==> config.mk <==
export PLATFORM = sky130hd
export DESIGN_NAME = uart_tx_serializer
export DESIGN_NICKNAME = d
export VERILOG_FILES = /design/src/rtl/uart_pkg.sv /design/src/rtl/uart_tx_serializer.sv
export SDC_FILE = /design/constraint.sdc
export NUM_CORES = 1
export LEC_CHECK = 0
export CORE_AREA = 2 2 58 60
export DETAILED_ROUTE_END_ITERATION = 16
export DIE_AREA = 0 0 60 62
export PLACE_DENSITY = 0.76
export SLEW_MARGIN = 20
export SYNTH_ARGS = -nofsm -noshare
export SYNTH_HDL_FRONTEND = slang
export SYNTH_SLANG_ARGS = --single-unit
==> constraint.sdc <==
create_clock -name clk -period 2.1 [get_ports clk]
set_clock_uncertainty 0.05 [all_clocks]
set_input_delay 0.42 -clock clk [delete_from_list [all_inputs] [get_ports clk]]
set_output_delay 0.42 -clock clk [all_outputs]
set_load 0.05 [all_outputs]
==> src/rtl/uart_pkg.sv <==
// Shared UART definitions: transmit FSM states, bit-timing widths and the parity helper.
// Also intended for the receive-side deserializer.
package uart_pkg;

   typedef enum logic [2:0] {
      IDLE,
      FETCH,
      WAIT_START,
      START,
      DATA,
      PARITY,
      STOP
   } tx_state_e;

   localparam int OVS_DEFAULT = 16;
   localparam int TICK_W      = 4;
   localparam int BIT_CNT_W   = 3;

   // Parity over the active data bits; bit 7 does not count in 7-bit frames.
   function automatic logic frame_parity(input logic [7:0] data,
                                         input logic       bit8,
                                         input logic       odd);
      logic [7:0] d;
      d = bit8 ? data : {1'b0, data[6:0]};
      return (^d) ^ odd;
   endfunction

endpackage

==> src/rtl/uart_tx_serializer.sv <==
// UART transmit serializer: pops bytes from the TX FIFO and shifts each out as
// start / 7-8 data bits LSB-first / optional parity / stop, timed by a 16x baud enable.
module uart_tx_serializer
   import uart_pkg::*;
#(
   parameter int RD_LAT = 2,
   parameter int OVS    = OVS_DEFAULT
) (
   input  logic       clk,
   input  logic       reset,
   input  logic       baud_en,
   input  logic       bit8,
   input  logic       parity_en,
   input  logic       odd_n_even,
   input  logic       fifo_empty,
   input  logic [7:0] fifo_data,
   output logic       tx_rdb,
   output logic       tx,
   output logic       tx_busy,
   output logic       frame_done
);

   localparam int                 LAT_W     = $clog2(RD_LAT + 1);
   localparam logic [LAT_W-1:0]   LAT_LAST  = LAT_W'(RD_LAT);
   localparam logic [TICK_W-1:0]  TICK_LAST = TICK_W'(OVS - 1);

   tx_state_e              state_reg, state_next;
   logic [TICK_W-1:0]      tick_reg, tick_next;
   logic [BIT_CNT_W-1:0]   bit_reg, bit_next;
   logic [LAT_W-1:0]       lat_reg, lat_next;
   logic [7:0]             shift_reg, shift_next;
   logic                   par_reg, par_next;
   logic                   bit8_reg, bit8_next;
   logic                   paren_reg, paren_next;
   logic                   tx_reg, tx_next;
   logic                   rdb_reg, rdb_next;
   logic                   done_reg, done_next;

   logic                   bit_end;
   logic [BIT_CNT_W-1:0]   last_bit;

   assign bit_end  = baud_en && (tick_reg == TICK_LAST);
   assign last_bit = bit8_reg ? BIT_CNT_W'(7) : BIT_CNT_W'(6);

   always_ff @(posedge clk) begin
      if (reset) begin
         state_reg <= IDLE;
         tick_reg  <= '0;
         bit_reg   <= '0;
         lat_reg   <= '0;
         shift_reg <= '0;
         par_reg   <= 1'b0;
         bit8_reg  <= 1'b0;
         paren_reg <= 1'b0;
         tx_reg    <= 1'b1;
         rdb_reg   <= 1'b1;
         done_reg  <= 1'b0;
      end else begin
         state_reg <= state_next;
         tick_reg  <= tick_next;
         bit_reg   <= bit_next;
         lat_reg   <= lat_next;
         shift_reg <= shift_next;
         par_reg   <= par_next;
         bit8_reg  <= bit8_next;
         paren_reg <= paren_next;
         tx_reg    <= tx_next;
         rdb_reg   <= rdb_next;
         done_reg  <= done_next;
      end
   end

   always_comb begin
      state_next = state_reg;
      tick_next  = tick_reg;
      bit_next   = bit_reg;
      lat_next   = lat_reg;
      shift_next = shift_reg;
      par_next   = par_reg;
      bit8_next  = bit8_reg;
      paren_next = paren_reg;
      tx_next    = tx_reg;
      rdb_next   = 1'b1;
      done_next  = 1'b0;

      // Tick counter only runs while a bit is on the line.
      if (baud_en && (state_reg inside {START, DATA, PARITY, STOP}))
         tick_next = (tick_reg == TICK_LAST) ? '0 : tick_reg + 1'b1;

      case (state_reg)
         IDLE: begin
            if (!fifo_empty) begin
               rdb_next   = 1'b0;
               lat_next   = '0;
               state_next = FETCH;
            end
         end
         FETCH: begin
            // Configuration is frozen here so mid-frame register writes only affect the next byte.
            if (lat_reg == LAT_LAST) begin
               shift_next = fifo_data;
               bit8_next  = bit8;
               paren_next = parity_en;
               par_next   = frame_parity(fifo_data, bit8, odd_n_even);
               state_next = WAIT_START;
            end else begin
               lat_next = lat_reg + 1'b1;
            end
         end
         WAIT_START: begin
            if (baud_en) begin
               tx_next    = 1'b0;
               tick_next  = '0;
               state_next = START;
            end
         end
         START: begin
            if (bit_end) begin
               tx_next    = shift_reg[0];
               shift_next = shift_reg >> 1;
               bit_next   = '0;
               state_next = DATA;
            end
         end
         DATA: begin
            if (bit_end) begin
               if (bit_reg == last_bit) begin
                  tx_next    = paren_reg ? par_reg : 1'b1;
                  state_next = paren_reg ? PARITY : STOP;
               end else begin
                  tx_next    = shift_reg[0];
                  shift_next = shift_reg >> 1;
                  bit_next   = bit_reg + 1'b1;
               end
            end
         end
         PARITY: begin
            if (bit_end) begin
               tx_next    = 1'b1;
               state_next = STOP;
            end
         end
         STOP: begin
            if (bit_end) begin
               done_next = 1'b1;
               if (!fifo_empty) begin
                  rdb_next   = 1'b0;
                  lat_next   = '0;
                  state_next = FETCH;
               end else begin
                  state_next = IDLE;
               end
            end
         end
         default: state_next = IDLE;
      endcase
   end

   assign tx_rdb     = rdb_reg;
   assign tx         = tx_reg;
   assign tx_busy    = (state_reg != IDLE);
   assign frame_done = done_reg;

endmodule

==> results.json <==
{
  "status": "finished clean",
  "synth.lib_cells_used.distinct": 55,
  "route.detailed.vias_per_inst": 5.703,
  "ys.flop_type": "dfxtp_1",
  "grt_setup_unrepaired": "no",
  "worst-path-max-fanout": 15,
  "setup.reg_to_reg.worst_slack_ns": 0.27,
  "share_of_cells_above_drive_strength_1": 0.1475,
  "rows": 21,
  "layout_common_cells": "26 x dfxtp_1, 17 x clkdlybuf4s50_1, 16 x o21ai_0",
  "number_of_buffers_created_by_cts": 3,
  "groute.usage.overall": 0.2094,
  "nFillCells": 289,
  "portBuffers": 18,
  "critical-path-max-stage-delay_ns": 0.42,
  "io-pin-count": 19,
  "path_delay_family": "simple AND/OR/NAND/NOR gates",
  "dr_total_vias": 1500,
  "post_synth_xor_area_fraction": 0.05218,
  "max_freq_ghz": 0.4995,
  "maximum_number_of_pins_on_one_net_before_global_route_repair": 20,
  "cellPowerDensity_mw_per_mm2": 467.1,
  "timing.final.crit_share": 0.9534,
  "final.setup.tns_ns": 0,
  "crit_chain": "buf_4, or3_1, buf_12",
  "postCtsResizedCells": 0,
  "avgRoutedWirePerCell_um": 13.92,
  "antenna_found_initial": 0,
  "floorplan.initialDensity": 0.5053,
  "maxSlewHeadroom": 0.6339,
  "timing.hold.worst.class": "flop to flop",
  "layout.nets": 236,
  "static-leakage-power_nw": 0.7358,
  "cts_hold_repair.buffers": 0,
  "grt_remaining_overflow": 0,
  "layout.cells.most_common": "dfxtp_1",
  "dominant_combinational_cell_family_by_area_after_synthesis": "compound AO/OA/AOI/OAI gates",
  "clock-sinks": 26,
  "worst_slew_pin_slew_ns": 0.5416,
  "cts.root.buffer_cell": "clkbuf_4",
  "mappedNetlistNets": 214,
  "crit_arrival_ns": 1.53,
  "dpl-instance-area_mm2": 0.001891,
  "first_iter_violations": 86,
  "yosys_warnings": 0,
  "end_kind": "primary output",
  "muxShareOfSynthArea": 0.07477,
  "grt_first_pass_wirelength_um": 5975,
  "synth_seq_area_share": 0.3240,
  "clk_pin_slew_worst_paths_ns": 0.15,
  "detailedRoute.firstPassIterationCount": 4,
  "period_minus_slack_ns": 2.002,
  "die_width_um": 60,
  "post_synth_inst_count": 196,
  "critPathKind": "flop to primary output",
  "simple_gate_share_of_the_synthesized_area": 0.2352,
  "timing.critical_path.required_ns": 1.63,
  "setup_viol_count_final": 0,
  "crit_path_start_kind": "flop",
  "ys_async_sr_fraction": 0,
  "slowest_stage": "or3_1",
  "floorplan.core_area_mm2": 0.003179,
  "worst_ir_drop_on_vdd_v": 0.0003210,
  "floorplan.die_area_mm2": 0.003720,
  "synth-seq-cells": 26,
  "cts_max_path_buffers": 2,
  "stdcell_area_mm2": 0.001927,
  "remaining_drc_errors": 0,
  "pins_over_their_slew_limit": 0,
  "cts_tree": "yes",
  "fp.dieH_um": 62,
  "synth_compound_gate_area_share": 0.2360,
  "clkLatencyLatePin_ns": 0.33,
  "report.final.hold_viol_count": 0,
  "cts_max_level": 1,
  "adder_and_majority_cell_fraction_of_the_synthesized_area": 0.02336,
  "synth_area_per_cell_um2": 8.197,
  "postRouteAntennaNets": 0,
  "antenna_cells_inserted": 0,
  "number_of_global_route_vias_before_repair": 1314,
  "drv.max_cap_violation_count": 0,
  "path_buf_inv": 2,
  "post-cts-setup-buffer-count": 0,
  "number_of_enable_flip_flop_cells_after_synthesis": 0,
  "finalWeightedCongestion": 0.8638,
  "postRouteWirelength_um": 3660,
  "dpl.hpwl_um": 2776,
  "synthToLayoutAreaGrowth_pct": 19.94,
  "mappedNetlistArea_mm2": 0.001607
}
[cells in the mapped netlist (2+ instances only)]
| master | n | share of area |
|---|---|---|
| a21oi_1 | 15 | 0.047 |
| a31oi_1 | 3 | 0.012 |
| and3_1 | 2 | 0.0078 |
| buf_2 | 3 | 0.0093 |
| clkbuf_1 | 8 | 0.019 |
| dfxtp_1 | 26 | 0.32 |
| ha_1 | 3 | 0.023 |
| inv_1 | 7 | 0.016 |
| mux2_2 | 8 | 0.056 |
| mux2i_1 | 3 | 0.019 |
| nand2_1 | 8 | 0.019 |
| nand2b_1 | 4 | 0.016 |
| nand3_1 | 13 | 0.040 |
| nand3b_1 | 2 | 0.0093 |
| nand4_1 | 3 | 0.012 |
| nor2_1 | 15 | 0.035 |
| nor2b_1 | 8 | 0.031 |
| nor3_1 | 3 | 0.0093 |
| nor3b_1 | 2 | 0.0093 |
| o211ai_1 | 5 | 0.023 |
| o21ai_0 | 16 | 0.050 |
| xnor2_1 | 6 | 0.033 |
[layout make-up]
type	count	area [µm²]	share of cell area
Clock buffer	4	36.28	0.01883
Sequential cell	26	520.5	0.2701
Tap cell	46	57.56	0.02987
Inverter	7	26.28	0.01364
Multi-Input combinational cell	149	998.5	0.5182
Timing Repair Buffer	31	287.8	0.1494
[per-layer routing]
metal	global-route usage	vias to the layer above	wire (µm)
met5	0	-	0
met2	0.3509	28	1798
met1	0.2772	714	1714
met4	0.06032	0	19
li1	-	756	-
met3	0.03727	2	129
[final timing paths]
path | from | cells past startpoint | to
worst min-delay path | shift_reg[7] | 2 | shift_reg[7]
worst max register to register | state_reg[0] | 4 | flop
worst max-delay path | state_reg[0] | 3 | tx_busy
worst min register to register | shift_reg[7] | 2 | shift_reg[7]
[power breakdown]
group	switching, mW	internal (mW)
clock network	0.154	0.106
logic	0.0621	0.0711
registers	0.00667	0.501
[kinds of logic after synthesis]
| kind of cell | after synthesis |
|---|---|
| simple gates | 69 |
| compound gates | 58 |
| flops | 26 |
| buf+inv | 21 |
| mux | 11 |
| xor+xnor | 8 |
| fa+ha+maj | 3 |
[per-stage QoR]
step | util | total power [mW] | setup slack, ns | hold slack (ns) | instances
floorplan | - | 0.5911 | 0.3489 | 0.3848 | 196
global placement | 0.5946 | 0.6478 | 0.1598 | 0.3965 | 259
detailed placement | 0.5946 | 0.6511 | 0.1178 | 0.4186 | 259
CTS | 0.6061 | 0.9073 | 0.08700 | 0.4377 | 263
global route | 0.6061 | 0.9447 | 0.02750 | 0.4726 | 263
finish | 0.6061 | 0.9001 | 0.09788 | 0.4397 | 263
[tightest hold or removal path: cells and delay by family (launching register included)]
| kind | cells | cell delay (ns) |
|---|---|---|
| muxes | 1 | 0.07 |
| DFF | 1 | 0.33 |
| and+or+nand+nor | 1 | 0.06 |
No activity file was read; power rests on OpenSTA's default activity.
